==> src/rtl/packed_struct_assembler.sv <==
// Field-serial assembler for a 15-bit packed record {e0:1, e1:2, e2:4, e3:8}.
// Fields land directly in the output register; the finished word is held until downstream accepts it.
module packed_struct_assembler #(
    parameter bit ASCENDING = 1'b0,
    parameter int CNT_W     = 8
) (
    input  logic             clk,
    input  logic             rst_n,
    input  logic             in_valid,
    output logic             in_ready,
    input  logic [1:0]       in_sel,
    input  logic [7:0]       in_data,
    output logic             out_valid,
    input  logic             out_ready,
    output logic [14:0]      out_data,
    output logic             dup_err,
    output logic [CNT_W-1:0] rec_count
);

    typedef enum logic {
        S_COLLECT = 1'b0,
        S_HOLD    = 1'b1
    } state_t;

    state_t           r_state;
    logic [3:0]       r_mask;
    logic             r_out_valid;
    logic [14:0]      r_out_data;
    logic             r_dup_err;
    logic [CNT_W-1:0] r_rec_count;

    logic             w_write;
    logic [3:0]       w_sel_onehot;
    logic [3:0]       w_mask_next;
    logic [1:0]       w_e1;
    logic [3:0]       w_e2;
    logic [7:0]       w_e3;

    // Ascending member ranges put in_data[k] at element [k], i.e. bit W-1-k of the slot.
    genvar gi;
    generate
        if (ASCENDING) begin : g_asc
            for (gi = 0; gi < 2; gi++) begin : g_e1
                assign w_e1[1-gi] = in_data[gi];
            end
            for (gi = 0; gi < 4; gi++) begin : g_e2
                assign w_e2[3-gi] = in_data[gi];
            end
            for (gi = 0; gi < 8; gi++) begin : g_e3
                assign w_e3[7-gi] = in_data[gi];
            end
        end else begin : g_dsc
            assign w_e1 = in_data[1:0];
            assign w_e2 = in_data[3:0];
            assign w_e3 = in_data[7:0];
        end
    endgenerate

    assign w_write      = in_valid && (r_state == S_COLLECT);
    assign w_sel_onehot = 4'b0001 << in_sel;
    assign w_mask_next  = r_mask | w_sel_onehot;

    always_ff @(posedge clk or negedge rst_n) begin
        if (!rst_n) begin
            r_state     <= S_COLLECT;
            r_mask      <= 4'b0000;
            r_out_valid <= 1'b0;
            r_out_data  <= 15'd0;
            r_dup_err   <= 1'b0;
            r_rec_count <= '0;
        end else begin
            r_dup_err <= w_write && |(r_mask & w_sel_onehot);
            case (r_state)
                S_COLLECT: begin
                    if (w_write) begin
                        r_mask <= w_mask_next;
                        case (in_sel)
                            2'd0:    r_out_data[14]    <= in_data[0];
                            2'd1:    r_out_data[13:12] <= w_e1;
                            2'd2:    r_out_data[11:8]  <= w_e2;
                            default: r_out_data[7:0]   <= w_e3;
                        endcase
                        if (&w_mask_next) begin
                            r_state     <= S_HOLD;
                            r_out_valid <= 1'b1;
                        end
                    end
                end
                S_HOLD: begin
                    if (out_ready) begin
                        r_mask      <= 4'b0000;
                        r_rec_count <= r_rec_count + CNT_W'(1);
                        r_state     <= S_COLLECT;
                        r_out_valid <= 1'b0;
                    end
                end
                default: r_state <= S_COLLECT;
            endcase
        end
    end

    assign in_ready  = (r_state == S_COLLECT);
    assign out_valid = r_out_valid;
    assign out_data  = r_out_data;
    assign dup_err   = r_dup_err;
    assign rec_count = r_rec_count;

endmodule

==> config.mk <==
export PLATFORM = sky130hd
export DESIGN_NAME = packed_struct_assembler
export DESIGN_NICKNAME = d
export VERILOG_FILES = /design/src/rtl/packed_struct_assembler.sv
export SDC_FILE = /design/constraint.sdc
export NUM_CORES = 1
export LEC_CHECK = 0
export CAP_MARGIN = 5
export CORE_MARGIN = 2
export CORE_UTILIZATION = 28
export CTS_CLUSTER_DIAMETER = 120
export DETAILED_ROUTE_END_ITERATION = 10
export PLACE_DENSITY = 0.53
export SLEW_MARGIN = 20
export SYNTH_ARGS = -nofsm -noshare
export SYNTH_HDL_FRONTEND = slang
export SYNTH_SLANG_ARGS = --single-unit
==> constraint.sdc <==
create_clock -name clk -period 1.6 [get_ports clk]
set_clock_uncertainty 0.05 [all_clocks]
set_input_delay 0.16 -clock clk [delete_from_list [all_inputs] [get_ports clk]]
set_output_delay 0.16 -clock clk [all_outputs]
set_load 0.02 [all_outputs]
# --- Yosys cells after proc, flatten, opt, wreduce, memory -nomap -nowiden ---
# Index checks and enable logic that the tools add are counted.
op_classes:
  n_bitwise: 4
  n_mux: 11
  n_eq_ne: 5
  n_div: 0
  n_lt_le_gt_ge: 0
  shift: 1
  n_addsub: 1
  n_mul: 0
  n_reduce_logical: 13
ops:
  columns: ["op", "count"]
  rows:
  - ["$reduce_and 3->1", 5]
  - ["$add 8x1->8 const B", 1]
  - ["$mux 4", 2]
  - ["$pmux 4 s2", 1]
  - ["$mux 1", 6]
  - ["$and 4x4->4", 1]
  - ["$ne 2x1->1 const B", 2]
  - ["$or 4x4->4", 1]
  - ["$pmux 1 s2", 2]
  - ["$reduce_and 2->1", 2]
  - ["$reduce_and 4->1", 1]
  - ["$reduce_or 4->1", 1]
  - ["$shl 1x2->4 const A", 1]
  - ["$reduce_or 3->1", 1]
  - ["$eq 2x1->1 const B", 1]
  - ["$eq 2x2->1 const B", 1]
  - ["$logic_and 1x1->1", 2]
  - ["$logic_not 2->1", 1]
  - ["$ne 2x2->1 const B", 1]
  - ["$not 1->1", 2]
totals:
  n_memories: 0
  ramBits: 0
  input_bits: 14
  rom_bits: 0
  register_bits: 30
  latchBits: 0
  out_inout_bits: 26

# --- Logic depth before layout (Yosys ltp) ---
# Gate-level depths: netlist of run 1.
logic_depth:
  depth_word: 6
  depth_mapped: 5
  mapped_depth_nobuf: 4

# --- Worst setup path before layout of run 1 ---
# No wires, ideal clock.
synth_path:
  path_kind: "register -> register"
  from: "register r_state"
  to: "register r_out_data[14], in the netlist out_data[14]"
  stages_incl_launch_ff: 4
  setup_time_ps: 128
  required_ps: 1422
  arrival_ps: 1176
  path_slack_ps: 247
  path_cell_list: "dfrtp_1 -> nor2b_2 -> nor3b_1 -> mux2_1"
synth_between:
  elab_chain_cells: 3
synth_rtl:
  columns: ["element", "line_no", "source"]
  rows:
  - ["start, declared", "25", "state_t r_state;"]
  - ["start signal, assigned", "65", "r_state <= S_COLLECT;"]
  - ["start signal, assigned", "84", "r_state <= S_HOLD;"]
  - ["start signal, assigned", "93", "r_state <= S_COLLECT;"]
  - ["$not 1->1 (no line) *", null, null]
  - ["$logic_and 1x1->1", "59", "assign w_write = in_valid && (r_state == S_COLLECT);"]
  - ["$reduce_and 3->1 (no line) *", null, null]
  - ["end signal, assigned", "78", "2'd0: r_out_data[14] <= in_data[0];"]
  - ["end, declared", "28", "logic [14:0] r_out_data;"]
# Every way passes the cells marked *; elsewhere a longest branch is shown, timed or not.
# A chain may end at the register's enable or synchronous reset.

# --- Worst setup path in the final report of run 1 ---
layout_path:
  from: "register r_rec_count[0], in the netlist rec_count[0]"
  to: "output port rec_count[0]"
layout_rtl:
  columns: ["element", "line_no", "source"]
  rows:
  - ["start, declared", "30", "logic [CNT_W-1:0] r_rec_count;"]
  - ["start signal, assigned", "92", "r_rec_count <= r_rec_count + CNT_W'(1);"]
  - ["end, declared", "17", "output logic [CNT_W-1:0] rec_count"]
# No word-level cell between the ends.

==> results of run 1 <==
final cells by class:
class / instances / share of cell area (%)
Clock inverter: 1 / 0.276
Sequential cell: 30 / 41.4
Tap cell: 52 / 3.58
Clock buffer: 7 / 4.76
Timing Repair Buffer: 43 / 23.6
Inverter: 1 / 0.207
Multi-Input combinational cell: 59 / 26.3
metal layers:
metal	track usage, %	vias to the layer above	wire (um)
li1	-	410	-
met3	5.48	6	160
met5	0	-	0
met4	3.85	0	29
met1	13.9	407	1070
met2	17.8	26	1170
flip-flops by register name, indices dropped and copies added, names as in the netlist:
name and flops:
r_state 1, r_mask 4, out_valid 1, rec_count 8
out_data 15, dup_err 1
synth_stat cells:
cell type / count
xnor2_1: 5
nor2b_2: 1
nand4_1: 3
inv_1: 1
nor2b_1: 1
mux4_2: 1
a22o_1: 1
and3_1: 1
nor2_2: 1
buf_2: 1
ha_1: 1
nand3_2: 1
nor3b_1: 1
xor2_1: 2
and2_1: 3
o211ai_1: 1
mux2_2: 13
mux2_1: 4
o21ai_1: 1
nand2_1: 10
o21a_1: 1
nor2_1: 6
dfrtp_1: 30
nand3b_1: 1
placed cells by master, fill, tap and decap left out:
cell type	synthesis	layout
clkdlybuf4s50_1	0	36
dfrtp_1	30	30
mux2_2	13	13
nand2_1	10	10
nor2_1	6	6
clkbuf_8	0	6
xnor2_1	5	5
mux2_1	4	4
buf_4	0	4
and2_1	3	3
nand4_1	3	3
dlymetal6s2s_1	0	3
xor2_1	2	2
inv_1	1	1
nor2b_4	0	1
mux4_2	1	1
nor2b_1	1	1
o211ai_1	1	1
nand3b_1	1	1
nand3_2	1	1
a22o_1	1	1
o21ai_1	1	1
nor2_2	1	1
nor3b_2	0	1
o21a_1	1	1
and3_1	1	1
ha_1	1	1
clkbuf_1	0	1
clkinv_2	0	1
per-stage QoR:
| step | cell area (um^2) | hold WS [ps] | total power, mW | setup TNS [ps] |
|---|---|---|---|---|
| floorplan | 1230 | -186 | 1.94 | 0 |
| global placement | 1710 | 409 | 2.57 | -1690 |
| detailed placement | 1710 | 424 | 2.60 | -2110 |
| CTS | 1800 | 237 | 3.23 | 0 |
| global route | 1820 | 254 | 3.41 | 0 |
| finish | 1820 | 220 | 3.18 | 0 |
repair_timing:
item                                    CTS  global route
resized for setup                         0             5
endpoints found under the setup margin    0             8
setup buffers                             0             0
how the worst max path moves through the flow:
stage                            start           end  slack [ps]
after CTS                      r_state      in_ready          10
after global routing      rec_count[2]  rec_count[2]          10
final                     rec_count[0]  rec_count[0]          60
after global placement        in_valid  out_data[14]        -140
after detailed placement      in_valid  out_data[10]        -160
after floorplan                r_state  out_data[14]         250
worst register-to-register path, delay by kind of cell, from the launching register on:
| kind | cells | cell delay (ps) |
|---|---|---|
| muxes | 1 | 360 |
| DFF | 1 | 420 |
| and+or+nand+nor | 3 | 480 |
power by group:
| part | switching (mW) | total, mW | internal [mW] | leakage (nW) |
|---|---|---|---|---|
| logic | 0.593 | 1.30 | 0.706 | 0.394 |
| clock network | 0.264 | 0.610 | 0.346 | 0.0482 |
| registers | 0.217 | 1.27 | 1.06 | 0.365 |
| total | 1.07 | 3.18 | 2.11 | 0.807 |
cells by family (layout without fill, tap and decap cells):
| family | after synthesis | after routing |
|---|---|---|
| buf+inv | 2 | 52 |
| simple gates | 29 | 29 |
| flops | 30 | 30 |
| fa+ha+maj | 1 | 1 |
| mux | 18 | 18 |
| xor+xnor | 7 | 7 |
| compound gates | 4 | 4 |
==> results.cfg, run 1 <==
[logic_synthesis]
synth_seq_cells = 30
synth_compound_area_share_pct = 2.35
synth_nets = 106
syn_inst = 91
ys_top_cells_by_area = dfrtp_1, mux2_2, mux2_1, xnor2_1, nand2_1
synth_top_area_share_pct = 61.2
synth_seq_area_share_pct = 61.2
yosys-mux-area-fraction_pct = 17.4
synthSimpleGateAreaFrac_pct = 12.2
yosysWarnings = 0
ys_types = 24
synth_area_per_cell_um2 = 13.5
syn-cell-area_um2 = 1230
yosys.area.top_type = dfrtp_1
synth_xor_area_share_pct = 5.00
synthAdderAreaFrac_pct = 1.02
synth_top_family_by_area = multiplexers

[global_routing]
antenna_found_initial = 0
grt.overflow.total = 0
grt_pass1_wl_um = 4310
grt_pass1_vias = 887
grt_max_degree = 31
grtUsageTotal_pct = 11.4

[placement]
gp_congestion = 0.708
dp.final_hpwl_um = 1780
placedCellCount = 185
pre_cts_ws_ps = -157
portBuffers = 39

[setup_path]
r2r_cells = 4
r2r_start = r_state
critPathBufInv = 1
critPathTopFamily = buffers and inverters
cpPeakStageDelay_ps = 630
startpoint_type = flop
cp_cell_sequence = clkdlybuf4s50_1
end_kind = output port
arrival_ps = 1330
r2r_end = out_data[11]
worstPathMaxFanout = 4
rrSetupSlack_ps = 170
critPathKind = reg2out
cp.required_ps = 1390
crit_slowest_cell = clkdlybuf4s50_1
cp.depth = 1

[detailed_routing]
vias_per_cell = 4.40
firstDrtPassIters = 4
vias = 849
wl_um = 2430
post-route-drc-count = 0
wl_per_cell_um = 12.6
ant_nets = 0
drt_iter0_drc = 31

[sta]
grt_setup_unrepaired = false
worst_slack_ps = 57.1
period_minus_slack_ps = 1540
finalHoldViolCount = 0
slew-limit-headroom_pct = 74.6
tightest_slew_ps = 382
finalSetupViolCount = 0
slew_viol_final = 0
period_share_pct = 96.4
max_freq_mhz = 648

[cells_and_area]
seqCellArea_um2 = 751
n_antenna_cell = 0
multi_input_area_um2 = 477
layout-drive-gt1-share_pct = 20.6
area_growth_pct = 48.1
nFillCells = 390
final_cells = 193
fin_util_pct = 42.3
nNetsFinal = 155

[floorplan]
coreArea_um2 = 4290
die_w_um = 70.2
num_rows = 24
initial_utilization_pct = 28.6
die_h_um = 70.2
die_area_um2 = 4920
ioPinCount = 40

[clocking]
clkTransAtPathRegs_ps = 60
cts_tree = done
clk_latency_ps = 280
clock_sinks = 30
clk_root_buffer_cell = clkbuf_8
htree_levels = 2
cts_buffers = 5
hold_buffers = 0
clk_path_buf_depth = 2

[min_path]
hold_path_class = in2async

[status]
status = completed

[job]
drv_cap = 0

[power_and_ir_drop]
p_per_area_nw_per_um2 = 1750
p_leak_nw = 0.807
ir_drop_v = 0.000725
Power figures use the tool's default switching activity.
==> inputs of run 2 (changes only) <==
--- a/config.mk
+++ b/config.mk
@@ -5,12 +5,13 @@
 export SDC_FILE = /design/constraint.sdc
 export NUM_CORES = 1
 export LEC_CHECK = 0
+export ABC_AREA = 1
 export CAP_MARGIN = 5
-export CORE_MARGIN = 2
-export CORE_UTILIZATION = 28
+export CORE_MARGIN = 3
+export CORE_UTILIZATION = 25
 export CTS_CLUSTER_DIAMETER = 120
 export DETAILED_ROUTE_END_ITERATION = 10
-export PLACE_DENSITY = 0.53
+export PLACE_DENSITY = 0.48
 export SLEW_MARGIN = 20
 export SYNTH_ARGS = -nofsm -noshare
 export SYNTH_HDL_FRONTEND = slang
==> run 2 against run 1 <==
Net effect:
- count of clock-buffer cells in the layout decreased by 1
- power grew 4.7%
- fmax grew 0.58%
- synthesized cell count rose by 66%
- sequential share of layout area fell by 1.9 points
- register-to-register slack better by 190 ps
- cell count up 39%
==> results.cfg, run 2 <==
[status]
status = completed

[cells_and_area]
final_cells = 268
largest_reg_flops = 15
area_growth_pct = 44.6
n_antenna_cell = 0
nNetsFinal = 215
layout_common_cells = nand2_1, clkdlybuf4s50_1, dfrtp_1, inv_1
fin_util_pct = 38.7
layout-drive-gt1-share_pct = 10.9
final_common_cell = nand2_1

[logic_synthesis]
synth_top_family_by_area = simple AND/OR/NAND/NOR gates
synthSimpleGateAreaFrac_pct = 22.8
ys_top_cells_by_area = dfrtp_1, nand2_1, inv_1, o21ai_0, nor2_1
synth_top_area_share_pct = 57.1
synthTopCellsByCount = nand2_1, dfrtp_1, inv_1, nor2_1, o21ai_0
syn-cell-area_um2 = 1320
ys_types = 20
synth-main-ff-cell = dfrtp_1
synth_area_per_cell_um2 = 8.71
syn_inst = 151
yosys-mux-area-fraction_pct = 0
synth_edf_count = 0
synth_seq_area_share_pct = 57.1
synth_xor_area_share_pct = 2.66
yosysWarnings = 0
synth_nets = 166
synth_compound_area_share_pct = 8.28
synth_seq_cells = 30
synthAdderAreaFrac_pct = 0.951
synthArstFlopShare_pct = 100
synth.most_common_cell = nand2_1
yosys.area.top_type = dfrtp_1

[power_and_ir_drop]
seqPwrFrac_pct = 37.6
p_per_area_nw_per_um2 = 1750
p_sw_mw = 1.27
swShare_pct = 38.1
clkPwrFrac_pct = 19.1
p_leak_nw = 0.960
p_int_mw = 2.06
p_comb_share_pct = 43.4
power_mw = 3.33
ir_drop_v = 0.000815

[sta]
slew_viol_final = 0
fin_setup_tns_ps = 0
period_share_pct = 95.9
period_minus_slack_ps = 1530
slew-limit-headroom_pct = 74.3
finalHoldViolCount = 0
tightest_slew_ps = 386
finalSetupViolCount = 0
grt_setup_unrepaired = false
whs_ps = 222
max_freq_mhz = 652

[job]
drv_cap = 0

[floorplan]
num_rows = 25
die_area_um2 = 6170
die_w_um = 78.5
coreArea_um2 = 4910
ioPinCount = 40
die_h_um = 78.5
initial_utilization_pct = 26.8

[setup_path]
crit_path_start = rec_count[0]
startpoint_type = flop
r2r_end = out_data[13]
end_kind = output port
r2r_start = r_state
rrSetupSlack_ps = 360
crit_slowest_cell = clkdlybuf4s50_1
arrival_ps = 1320
crit_path_end = rec_count[0]
cp_cell_sequence = clkdlybuf4s50_1
critPathKind = reg2out
worstPathMaxFanout = 5
r2r_cells = 6
critPathBufInv = 1
cpPeakStageDelay_ps = 630
critPathTopFamily = buffers and inverters
cp.depth = 1
cp.required_ps = 1390

[clocking]
htree_levels = 2
clkTransAtPathRegs_ps = 70
cts_tree = done
clk_latency_ps = 280
clk_path_buf_depth = 2
clk_root_buffer_cell = clkbuf_8
cts_buffers = 5
clock_sinks = 30
post_cts_buffers = 0

[global_routing]
grt_pass1_wl_um = 5200
grt.overflow.total = 0
grtUsageTotal_pct = 10.6
grt_pass1_vias = 1178
grt_max_degree = 31
antenna_found_initial = 0

[detailed_routing]
post-route-drc-count = 0
firstDrtPassIters = 4
wl_per_cell_um = 11.3
ant_nets = 0
wl_um = 3030
drt_iter0_drc = 45
vias = 1131
vias_per_cell = 4.22

[min_path]
hold_path_class = in2async

[placement]
gp_congestion = 0.791
placedCellCount = 260
dp.final_hpwl_um = 2320
portBuffers = 39
==> run 2: cell types whose count changed after synthesis, moves of 3 or more <==
cell / before / now
nand2_1: 10 / 48
inv_1: 1 / 22
mux2_2: 13 / 0
o21ai_0: 0 / 10
nand3_1: 0 / 7
xnor2_1: 5 / 0
mux2_1: 4 / 0
nor2_1: 6 / 10
o21ai_2: 0 / 4
and2_1: 3 / 0
==> run 2: area by class of cell <==
type                            count  area [um^2]
Timing Repair Buffer               43          419
Multi-Input combinational cell     95          457
Tap cell                           67         83.8
Clock inverter                      2         12.5
Inverter                           25         96.3
Fill cell                         514         3010
Clock buffer                        6         82.6
Sequential cell                    30          751
==> run 2: through the flow <==
step	instance area [um^2]	worst slack [ps]
after CTS	1900	57.4
after global routing	1900	19.2
final	1900	66.1
after global placement	1810	147
after floorplan	1320	365
after detailed placement	1810	153
==> run 2: routing by layer <==
| layer | vias up | track usage (%) | wire [um] |
|---|---|---|---|
| li1 | 566 | - | - |
| met1 | 518 | 13.2 | 1400 |
| met2 | 42 | 16.6 | 1370 |
| met3 | 5 | 3.56 | 227 |
| met4 | 0 | 4.90 | 36 |
| met5 | - | 0 | 0 |
==> run 2: power by group through the flow <==
stage | clock network [mW] | logic [mW] | registers (mW)
4_1_cts | 0.654 | 1.47 | 1.26
3_3_place_gp | 0 | 1.46 | 1.26
3_5_place_dp | 0 | 1.48 | 1.27
6_report | 0.635 | 1.45 | 1.25
2_1_floorplan | 0 | 0.493 | 1.54
5_1_grt | 0.684 | 1.60 | 1.30
==> run 2: how the worst min path moves through the flow <==
stage / endpoint / slack [ps] / startpoint / depth (start not counted)
4_1_cts: out_data[12] / 230 / rst_n / 2
2_1_floorplan: dup_err / -190 / rst_n / 0
5_1_grt: out_data[14] / 260 / rst_n / 2
3_3_place_gp: out_data[9] / 420 / out_data[9] / 2
6_report: r_mask[1] / 220 / rst_n / 2
3_5_place_dp: out_data[4] / 420 / out_data[4] / 2
==> run 2: cell families (layout without fill, tap and decap cells) <==
family / Yosys count / count (layout)
AND/OR/NAND/NOR: 72 / 72
adder cells (fa/ha/maj): 1 / 1
flip-flops: 30 / 30
buffers and inverters: 26 / 76
AO/OA/AOI/OAI: 18 / 18
XOR/XNOR: 4 / 4
==> run 2: worst reg2reg max path, stage by stage (launching register included) <==
cell	delay [ps]
dfrtp_1	400
inv_1	130
nand2_2	90
inv_4	110
nand3_1	180
nand2_1	100
o21ai_0	70
==> run 2: what timing repair did <==
action / in CTS / in global routing
hold buffers: 0 / 0
setup endpoints to repair: 1 / 0
resized for setup: 1 / 0
endpoints found under the hold margin: 0 / 0
